<file path="src/rtl/alu_uart_frontend_pkg.sv">
// alu_uart_frontend_pkg: operator byte codes, ALU opcodes, FSM states and default error byte
package alu_uart_frontend_pkg;
  localparam logic [7:0] ERR_CODE_DEF = 8'hEE;
  localparam logic [7:0] C_ADD = 8'h2B;
  localparam logic [7:0] C_SUB = 8'h2D;
  localparam logic [7:0] C_AND = 8'h26;
  localparam logic [7:0] C_OR  = 8'h7C;
  localparam logic [7:0] C_XOR = 8'h5E;
  localparam logic [7:0] C_NOR = 8'h7E;
  localparam logic [7:0] C_SRL = 8'h3E;
  localparam logic [7:0] C_SLL = 8'h3C;
  typedef enum logic [3:0] {OP_ADD, OP_SUB, OP_AND, OP_OR, OP_XOR, OP_NOR, OP_SRL, OP_SLL, OP_INV} opcode_t;
  typedef enum logic [2:0] {S_RX_A, S_RX_OP, S_RX_B, S_EXEC, S_TX_LOAD, S_TX_WAIT} state_t;
  // Wide input so any NB_BYTE can be zero-extended into it; bytes with extra high bits decode as invalid.
  function automatic opcode_t decode_op(input logic [31:0] b);
    return b == 32'(C_ADD) ? OP_ADD :
           b == 32'(C_SUB) ? OP_SUB :
           b == 32'(C_AND) ? OP_AND :
           b == 32'(C_OR)  ? OP_OR  :
           b == 32'(C_XOR) ? OP_XOR :
           b == 32'(C_NOR) ? OP_NOR :
           b == 32'(C_SRL) ? OP_SRL :
           b == 32'(C_SLL) ? OP_SLL : OP_INV;
  endfunction
endpackage

</file>
<file path="src/rtl/alu_uart_frontend_if.sv">
// alu_uart_frontend_if: UART-side bus of the ALU frontend
//   i_rx_data/i_rx_done : received byte and RX done level
//   i_tx_done           : TX done level
//   o_tx_data/o_tx_start: byte to send and its one-cycle request
//   o_busy/o_frame_err  : computing/transmitting flag, timeout discard pulse
interface alu_uart_frontend_if #(parameter int NB_BYTE = 8);
  logic [NB_BYTE-1:0] i_rx_data;
  logic               i_rx_done;
  logic               i_tx_done;
  logic [NB_BYTE-1:0] o_tx_data;
  logic               o_tx_start;
  logic               o_busy;
  logic               o_frame_err;
  modport slave  (input  i_rx_data, i_rx_done, i_tx_done, output o_tx_data, o_tx_start, o_busy, o_frame_err);
  modport master (output i_rx_data, i_rx_done, i_tx_done, input  o_tx_data, o_tx_start, o_busy, o_frame_err);
endinterface

</file>
<file path="src/rtl/alu_core.sv">
// alu_core: combinational NB_OP-bit ALU; i_a, i_b, i_op in -> o_res, o_valid (operator known) out
module alu_core import alu_uart_frontend_pkg::*; #(
  parameter int NB_OP = 16
) (
  input  logic [NB_OP-1:0] i_a,
  input  logic [NB_OP-1:0] i_b,
  input  opcode_t          i_op,
  output logic [NB_OP-1:0] o_res,
  output logic             o_valid
);
  localparam int SW = $clog2(NB_OP);
  logic [SW-1:0] w_sh;
  assign w_sh    = i_b[SW-1:0];
  assign o_valid = i_op != OP_INV;
  always_comb begin
    o_res = '0;
    case (i_op)
      OP_ADD:  o_res = i_a + i_b;
      OP_SUB:  o_res = i_a - i_b;
      OP_AND:  o_res = i_a & i_b;
      OP_OR:   o_res = i_a | i_b;
      OP_XOR:  o_res = i_a ^ i_b;
      OP_NOR:  o_res = ~(i_a | i_b);
      OP_SRL:  o_res = i_a >> w_sh;
      OP_SLL:  o_res = i_a << w_sh;
      default: o_res = '0;
    endcase
  end
endmodule

</file>
<file path="src/rtl/alu_uart_frontend.sv">
// alu_uart_frontend: receives A, operator, B over UART bytes, computes, replies with the result MSB first
//   i_clk, i_rst : clock and synchronous active-high reset
//   bus (slave)  : UART RX/TX handshake, busy flag and frame-error pulse
module alu_uart_frontend import alu_uart_frontend_pkg::*; #(
  parameter int                 NB_BYTE  = 8,
  parameter int                 N_BYTES  = 2,
  parameter int                 TIMEOUT  = 100000,
  parameter logic [NB_BYTE-1:0] ERR_CODE = NB_BYTE'(ERR_CODE_DEF)
) (
  input logic                i_clk,
  input logic                i_rst,
  alu_uart_frontend_if.slave bus
);
  localparam int NB_OP = NB_BYTE * N_BYTES;
  localparam int CW    = $clog2(N_BYTES + 1);
  localparam int TW    = $clog2(TIMEOUT + 2);
  state_t             r_state, w_next;
  logic [NB_OP-1:0]   r_a, r_b, r_res, w_res;
  logic [NB_BYTE-1:0] r_op;
  logic               r_valid, w_valid;
  logic [CW-1:0]      r_cnt;
  logic [TW-1:0]      r_to;
  logic               r_rx_prev, r_tx_prev;
  logic               w_rx_edge, w_tx_edge, w_rx_st, w_accept, w_run, w_expire, w_last_in, w_last_out, w_done;
  alu_core #(.NB_OP(NB_OP)) u_alu (
    .i_a    (r_a),
    .i_b    (r_b),
    .i_op   (decode_op(32'(r_op))),
    .o_res  (w_res),
    .o_valid(w_valid)
  );
  assign w_rx_edge  = bus.i_rx_done & ~r_rx_prev;
  assign w_tx_edge  = bus.i_tx_done & ~r_tx_prev;
  assign w_rx_st    = r_state == S_RX_A || r_state == S_RX_OP || r_state == S_RX_B;
  assign w_accept   = w_rx_edge && w_rx_st;
  // The timeout only runs once the frame has started, i.e. anywhere past the first byte of A.
  assign w_run      = TIMEOUT != 0 && w_rx_st && (r_state != S_RX_A || r_cnt != '0);
  assign w_expire   = w_run && !w_accept && r_to == TW'(TIMEOUT);
  assign w_last_in  = r_cnt == CW'(N_BYTES - 1);
  assign w_last_out = !r_valid || w_last_in;
  assign w_done     = r_state == S_TX_WAIT && w_tx_edge && w_last_out;
  always_ff @(posedge i_clk) r_state <= i_rst ? S_RX_A : w_next;
  always_comb begin
    w_next = r_state;
    if (w_expire) w_next = S_RX_A;
    else case (r_state)
      S_RX_A:    w_next = (w_accept && w_last_in) ? S_RX_OP : S_RX_A;
      S_RX_OP:   w_next = w_accept ? S_RX_B : S_RX_OP;
      S_RX_B:    w_next = (w_accept && w_last_in) ? S_EXEC : S_RX_B;
      S_EXEC:    w_next = S_TX_LOAD;
      S_TX_LOAD: w_next = S_TX_WAIT;
      S_TX_WAIT: w_next = w_tx_edge ? (w_last_out ? S_RX_A : S_TX_LOAD) : S_TX_WAIT;
      default:   w_next = S_RX_A;
    endcase
  end
  always_comb begin
    bus.o_busy      = r_state == S_EXEC || r_state == S_TX_LOAD || r_state == S_TX_WAIT;
    bus.o_tx_start  = r_state == S_TX_LOAD;
    bus.o_tx_data   = (r_state == S_TX_LOAD || r_state == S_TX_WAIT) ? (r_valid ? r_res[NB_OP-1 -: NB_BYTE] : ERR_CODE) : '0;
    bus.o_frame_err = w_expire;
  end
  // r_res shifts left after each sent byte so the outgoing byte is always its top slice.
  always_ff @(posedge i_clk) begin
    if (i_rst) begin
      r_a       <= '0;
      r_b       <= '0;
      r_op      <= '0;
      r_res     <= '0;
      r_valid   <= 1'b0;
      r_cnt     <= '0;
      r_to      <= '0;
      r_rx_prev <= 1'b0;
      r_tx_prev <= 1'b0;
    end else begin
      r_rx_prev <= bus.i_rx_done;
      r_tx_prev <= bus.i_tx_done;
      r_to      <= (w_run && !w_accept && !w_expire) ? r_to + 1'b1 : '0;
      if (w_expire || w_done) begin
        r_a   <= '0;
        r_b   <= '0;
        r_op  <= '0;
        r_cnt <= '0;
      end else if (w_accept && r_state == S_RX_A) begin
        r_a   <= (r_a << NB_BYTE) | NB_OP'(bus.i_rx_data);
        r_cnt <= w_last_in ? '0 : r_cnt + 1'b1;
      end else if (w_accept && r_state == S_RX_OP) begin
        r_op <= bus.i_rx_data;
      end else if (w_accept && r_state == S_RX_B) begin
        r_b   <= (r_b << NB_BYTE) | NB_OP'(bus.i_rx_data);
        r_cnt <= w_last_in ? '0 : r_cnt + 1'b1;
      end else if (r_state == S_EXEC) begin
        r_res   <= w_res;
        r_valid <= w_valid;
        r_cnt   <= '0;
      end else if (r_state == S_TX_WAIT && w_tx_edge) begin
        r_res <= r_res << NB_BYTE;
        r_cnt <= r_cnt + 1'b1;
      end
    end
  end
endmodule

</file>
<file path="src/flat_wrapper.sv">
// flat-port wrapper written by rule: the top's interface ports become plain ports
module alu_uart_frontend_flat import alu_uart_frontend_pkg::*;
#(
  parameter int                 NB_BYTE  = 8,
  parameter int                 N_BYTES  = 2,
  parameter int                 TIMEOUT  = 100000,
  parameter logic [NB_BYTE-1:0] ERR_CODE = NB_BYTE'(ERR_CODE_DEF)
)
  (i_clk, i_rst, bus_i_rx_data, bus_i_rx_done, bus_i_tx_done, bus_o_tx_data, bus_o_tx_start, bus_o_busy, bus_o_frame_err);
  alu_uart_frontend_if #(.NB_BYTE(NB_BYTE)) bus_i ();
  input logic i_clk;
  input logic i_rst;
  input wire logic [$bits(bus_i.i_rx_data)-1:0] bus_i_rx_data;
  input wire logic [$bits(bus_i.i_rx_done)-1:0] bus_i_rx_done;
  input wire logic [$bits(bus_i.i_tx_done)-1:0] bus_i_tx_done;
  output wire logic [$bits(bus_i.o_tx_data)-1:0] bus_o_tx_data;
  output wire logic [$bits(bus_i.o_tx_start)-1:0] bus_o_tx_start;
  output wire logic [$bits(bus_i.o_busy)-1:0] bus_o_busy;
  output wire logic [$bits(bus_i.o_frame_err)-1:0] bus_o_frame_err;
  assign bus_i.i_rx_data = bus_i_rx_data;
  assign bus_i.i_rx_done = bus_i_rx_done;
  assign bus_i.i_tx_done = bus_i_tx_done;
  assign bus_o_tx_data = bus_i.o_tx_data;
  assign bus_o_tx_start = bus_i.o_tx_start;
  assign bus_o_busy = bus_i.o_busy;
  assign bus_o_frame_err = bus_i.o_frame_err;
  alu_uart_frontend #(.NB_BYTE(NB_BYTE), .N_BYTES(N_BYTES), .TIMEOUT(TIMEOUT), .ERR_CODE(ERR_CODE)) u_core (.i_clk(i_clk), .i_rst(i_rst), .bus(bus_i));
endmodule
</file>
<file path="config.mk">
export PLATFORM = sky130hd
export DESIGN_NAME = alu_uart_frontend_flat
export DESIGN_NICKNAME = d
export VERILOG_FILES = /design/src/rtl/alu_uart_frontend_pkg.sv /design/src/rtl/alu_uart_frontend_if.sv /design/src/rtl/alu_core.sv /design/src/rtl/alu_uart_frontend.sv /design/src/flat_wrapper.sv
export SDC_FILE = /design/constraint.sdc
export NUM_CORES = 1
export LEC_CHECK = 0
export CAP_MARGIN = 30
export CORE_UTILIZATION = 48
export DETAILED_ROUTE_END_ITERATION = 6
export PLACE_DENSITY = 0.66
export SKIP_CTS_REPAIR_TIMING = 1
export SLEW_MARGIN = 20
export SYNTH_ARGS = -nofsm -noshare
export SYNTH_HDL_FRONTEND = slang
export SYNTH_SLANG_ARGS = --single-unit
</file>
<file path="constraint.sdc">
create_clock -name i_clk -period 4 [get_ports i_clk]
set_clock_uncertainty 0.2 [all_clocks]
set_input_delay 0.4 -clock i_clk [delete_from_list [all_inputs] [get_ports i_clk]]
set_output_delay 0.4 -clock i_clk [all_outputs]
set_load 0.05 [all_outputs]
</file>
**Yosys cells after proc, flatten, opt, wreduce, memory -nomap -nowiden**

Cells that the tools add are included.

- Bits in registers: 81
- Input bits: 12
- Output and inout bits: 11

- Reduce and logical (&&, ||, !) cells: 36
- $add $sub $neg: 4
- Equal/unequal tests: 24
- Multiplexer cells: 25
- Shift-type cells: 2
- Bitwise gates (word level): 15

Operators by type and width:

| operator | count |
|---|---|
| 16-bit one-hot mux with 8 select lines | 1 |
| 8-bit by 6-bit equality test with 1-bit output, second input constant | 5 |
| 16-bit two-way mux | 2 |
| 4-bit two-way mux | 8 |
| 16-bit by 8-bit OR with 16-bit output | 2 |
| 8-bit by 7-bit equality test with 1-bit output, second input constant | 3 |
| 3-bit one-hot mux with 6 select lines | 1 |
| 17-bit by 1-bit adder with 17-bit output, second input constant | 1 |
| 17-bit equality test, second input constant | 1 |
| 16-bit adder | 1 |
| 16-bit bitwise AND | 1 |
| 4-bit by 3-bit equality test with 1-bit output, second input constant | 4 |
| 8-bit two-way mux | 2 |
| 16-bit inverter | 1 |
| 16-bit OR | 1 |
| 16-bit by 4-bit left shift with 16-bit output | 1 |
| 16-bit by 4-bit right shift with 16-bit output | 1 |
| 16-bit subtractor | 1 |
| 16-bit bitwise XOR | 1 |
| 2-bit two-way mux | 7 |
| 1-bit logical AND | 11 |
| 5-bit AND reduction | 2 |
| 4-bit by 2-bit equality test with 1-bit output, second input constant | 2 |
| 1-bit logical OR | 8 |
| 21 further kinds | 38 |

**Logic depth before layout (Yosys ltp)**

- Depth after elaboration: 12
- Mapped depth: 16
- Gate-level depth less buffers: 13

**Modules after synthesis**

From an unflattened synthesis, not the netlist that was laid out.

- Cell total of the unflattened synthesis: 930
- Area total of the unflattened synthesis: 7146.9 sq um

By module, submodules not included:

| module | cells each | area an instance (sq um) | instances | seq. area each (sq um) |
|---|---|---|---|---|
| alu_core | 508 | 3637.2 | 1 | 0.0 |
| alu_uart_frontend | 422 | 3509.6 | 1 | 1621.6 |

**Worst setup path before layout**

Ideal clock, no wire load.

- Path type: reg2reg
- Start: register u_core.r_b[0]
- End: register u_core.r_res[10]
- Required time: 3668 ps
- Arrival time: 3286 ps
- Library setup time: 132 ps
- Stages on the path, launching flop included: 17
- Buffers on the path: 3
- Slack: 381 ps
- Period minus slack after synthesis: 3619 ps
- Path through: dfxtp_1 > buf_2 > buf_4 > inv_2 > buf_2 > ha_1 > nand3_1 > nand2_1 > xnor2_1 > ha_1 > nand2_1 > or3_1 > a211oi_2 > o21ai_0 > o311a_1 > o41ai_1 > a21oi_1

- Longest elaborated chain between the ends: 3
- Elaborated cells between the ends (all ways): 6
- Those cells by class: add/sub (2); shift (2); mux (2)

Ends and longest elaborated chain:

| what | line | source |
|---|---|---|
| from (decl) | alu_uart_frontend.sv:18 | `logic [NB_OP-1:0] r_a, r_b, r_res, w_res;` |
| from (signal assigned) | alu_uart_frontend.sv:89 | `r_b <= (r_b << NB_BYTE) \| NB_OP'(bus.i_rx_data);` |
| 16-bit subtractor (tied with other cells) | alu_core.sv:19 | `OP_SUB: o_res = i_a - i_b;` |
| 16-bit one-hot mux with 8 select lines * | alu_core.sv:17 | `case (i_op)` |
| 16-bit two-way mux * | alu_uart_frontend.sv:91 | `end else if (r_state == S_EXEC) begin` |
| to (signal assigned) | alu_uart_frontend.sv:92 | `r_res <= w_res;` |
| to (signal assigned) | alu_uart_frontend.sv:96 | `r_res <= r_res << NB_BYTE;` |
| to (decl) | alu_uart_frontend.sv:18 |  |

Every way passes the cells marked *; elsewhere a longest branch is shown, timed or not.
A chain may end at the register's enable or synchronous reset.

**Worst setup path in the final report**

- Start: register u_core.r_op[6]
- End: register u_core.r_res[10]

- Longest elaborated chain between the ends: 12
- Elaborated cells between the ends (all ways): 26
- Those cells by class: eq/ne (15); mux (10); reduce/logical (1)

Ends and longest elaborated chain:

| what | line | source |
|---|---|---|
| from (decl) | alu_uart_frontend.sv:19 | `logic [NB_BYTE-1:0] r_op;` |
| from (signal assigned) | alu_uart_frontend.sv:87 | `r_op <= bus.i_rx_data;` |
| 8-bit by 6-bit equality test with 1-bit output | alu_uart_frontend_pkg.sv:23 | `b == 32'(C_SLL) ? OP_SLL : OP_INV;` |
| 4-bit two-way mux | alu_uart_frontend_pkg.sv:23 |  |
| 4-bit two-way mux | alu_uart_frontend_pkg.sv:22 | `b == 32'(C_SRL) ? OP_SRL :` |
| 4-bit two-way mux | alu_uart_frontend_pkg.sv:21 | `b == 32'(C_NOR) ? OP_NOR :` |
| 4-bit two-way mux | alu_uart_frontend_pkg.sv:20 | `b == 32'(C_XOR) ? OP_XOR :` |
| 4-bit two-way mux | alu_uart_frontend_pkg.sv:19 | `b == 32'(C_OR) ? OP_OR :` |
| 4-bit two-way mux | alu_uart_frontend_pkg.sv:18 | `b == 32'(C_AND) ? OP_AND :` |
| 4-bit two-way mux | alu_uart_frontend_pkg.sv:17 | `b == 32'(C_SUB) ? OP_SUB :` |
| 4-bit two-way mux * | alu_uart_frontend_pkg.sv:16 | `return b == 32'(C_ADD) ? OP_ADD :` |
| 4-bit by 3-bit equality test with 1-bit output (tied with other cells) | alu_core.sv:17 |  |
| 16-bit one-hot mux with 8 select lines * | alu_core.sv:17 |  |
| 16-bit two-way mux * | alu_uart_frontend.sv:91 |  |

Marked as above.

==> qor.csv <==
metric,value,unit
synth_cells,877,
rsz0062_at_grt,no,
timing.fmax,0.273,GHz
firstDrtPassIters,5,
grt.met1_usage,39.8,%
leakage,2.81,nW
crit_fanout,16,
setup_tns,0,ps
power_density,272,mW/mm²
grt_max_degree,43,
ir_drop,0.285,mV
nets,938,
busiest_layer,met2,
cts-root-buf,clkbuf_16,
drtIter0Drc,677,
cts.sinks,81,
post-route-util,53.7,%
grt_pass1_wl,31500,µm
synthFlopType,dfxtp_1,
hp-class,reg -> reg,
drive_gt1_share,9.04,%
vias,6480,
register_area,0.00162,mm²
multiInputGateArea,0.00481,mm²
yosysUniqueCellTypes,81,
critical-path-max-stage-delay,440,ps
gp_routability_congestion,0.940,
seq_area_frac_synth,23.6,%
syn-num-nets,944,
drc_errors,0,
cp_common_cell,a21oi_1,
overflow,0,
final_hold_viol_count,0,
synth_edf_count,0,
final_cell_mix,"nand2_1, nor2_1, dfxtp_1",
track_usage,28.2,%
clk_latency,340,ps
required,3990,ps
via_per_inst,6.15,
ys_warn_count,0,
die_height,122,µm
period_minus_slack,3660,ps
grt_util_met2,41.7,%
coreArea,0.0139,mm²
cts_buffers,9,
cts_tree,yes,
arrival,3650,ps
syn_to_final_growth,9.16,%
crit_buf_inv,1,
crit_type,reg -> reg,
grtUsageMet3,4.17,%
critPathCaptureType,flop,
max_cap_viol_count,0,
final_common_cell,nand2_1,
avgSynthCellArea,7.82,µm²
final.fill_count,1318,
cp_cell_sequence,nor4b_4 > nand4_2 > buf_4 > nor2b_1 > xnor2_1 > ha_1 > a21oi_1 > or3_1 > a211oi_2 > o21ai_0 > o311a_1 > o41ai_1 > a21oi_1,
synth_area,0.00686,mm²
routed_wl,20300,µm
wl_per_cell,19.3,µm
ant_nets,0,
grt_pass1_vias,5621,
cp-start-kind,flop,
cpMaxStageDelayCell,dfxtp_1,
finalMaxSlewViolations,0,
die_x,122,µm
diodes,0,
start_util,49.2,%
worstMarginPinSlew,793,ps
critical_path.top_delay_family,compound AO/OA/AOI/OAI gates,
boundaryPins,23,
hpwl,14800,µm
antenna_found_initial,0,
ys_ff_latch,81,
status,finished clean,
ys_async_sr_fraction,0,%
cts_htree_levels,3,
die_area,0.0148,mm²
rows,43,
cts.reportedPaths.clkPinSlew,60,ps
finalSetupViolCount,0,
relSlewSlack,47.2,%
io_buffers,22,
clockBufferDepth,2,
period_share,91.5,%
[worst min-delay path, delay by kind of cell, from the launching register on]
kind | cells | cell delay (ps)
DFF | 1 | 320
and+or+nand+nor | 1 | 50
AOI/OAI and AO/OA | 1 | 50
[per-layer routing]
| layer | routed length (µm) | share of wire [%] |
|---|---|---|
| met1 | 9060 | 45 |
| met3 | 1340 | 6.6 |
| met2 | 9030 | 44 |
| met4 | 899 | 4.4 |
| met5 | 0 | 0 |
[metrics by stage]
| stage | hold slack (ps) | power (mW) | std cells | area [µm²] | setup slack [ps] |
|---|---|---|---|---|---|
| CTS | 256 | 2.05 | 1054 | 7480 | 362 |
| finish | 263 | 2.03 | 1054 | 7490 | 340 |
| detailed placement | 249 | 1.20 | 1040 | 7180 | 387 |
| global route | 277 | 2.12 | 1054 | 7490 | 102 |
| floorplan | 226 | 1.11 | 877 | 6860 | 381 |
| global placement | 247 | 1.20 | 1040 | 7180 | 428 |
[cells in the mapped netlist (all sizes together), types with 3 or more instances]
cell,instances,area share (%)
nand2,120,6.6
nor2,91,5.1
dfxtp,81,24
a21oi,79,5.8
ha,54,9.9
inv,48,2.6
o21ai,33,2.4
clkbuf,31,1.7
mux2i,29,4.2
buf,25,2.0
nand3,25,1.8
xnor2,24,3.1
xor2,15,1.9
mux4,13,4.4
nand4,13,1.4
a211oi,12,1.4
a22oi,12,1.3
o211ai,12,1.3
nor2b,11,1.0
nor3,11,1.0
a31oi,10,0.91
mux2,10,1.6
a22o,9,1.1
nand2b,8,0.88
a221oi,7,0.89
and3,7,0.64
nor4,6,0.95
o2111ai,6,0.86
o31ai,6,0.73
or3,6,0.55
and2,5,0.46
or2,5,0.46
o22ai,4,0.36
a21o,3,0.33
nor4bb,3,0.44
o21a,3,0.33
o41ai,3,0.38
or4,3,0.33
[registers in the layout, indices dropped and copies added (netlist names), 2 cells and up]
signal,count
u_core.r_cnt,2
u_core.r_state,3
u_core.r_a,16
u_core.r_res,16
u_core.r_op,8
u_core.r_b,16
u_core.r_to,17
[cells by family (layout without fill, tap and decap cells)]
kind of cell / after synthesis / count (layout) / share of synthesized area (%)
buffers and inverters: 104 / 101 / 6.35
DFF: 81 / 81 / 23.6
xor gates and xnor gates: 39 / 39 / 4.98
and+or+nand+nor: 325 / 325 / 23.3
adders and majority gates: 55 / 55 / 10.1
AOI/OAI and AO/OA: 221 / 221 / 21.3
muxes: 52 / 52 / 10.3
[worst paths after layout]
path                                                    from                            end  slack (ps)  cells past startpoint
worst max-delay path             u_core.r_op[6]$_SDFFE_PP0P_  u_core.r_res[10]$_SDFFE_PP0P_         340                     13
worst max register to register   u_core.r_op[6]$_SDFFE_PP0P_  u_core.r_res[10]$_SDFFE_PP0P_         340                     13
worst min-delay path            u_core.r_res[7]$_SDFFE_PP0P_   u_core.r_res[7]$_SDFFE_PP0P_         260                      2
worst min register to register  u_core.r_res[7]$_SDFFE_PP0P_   u_core.r_res[7]$_SDFFE_PP0P_         260                      2
[report_power, final]
part	internal [mW]	switching [mW]
Sequential	0.821	0.0361
Combinational	0.142	0.186
Clock	0.537	0.311
[area by class of cell]
type | instances | area share (%)
Tap cell | 180 | 3.01
Clock buffer | 10 | 3.06
Timing Repair Buffer | 39 | 4.65
Inverter | 48 | 2.41
Sequential cell | 81 | 21.7
Multi-Input combinational cell | 692 | 64.3
Clock inverter | 4 | 0.936
(Power assumes the default switching activity.)
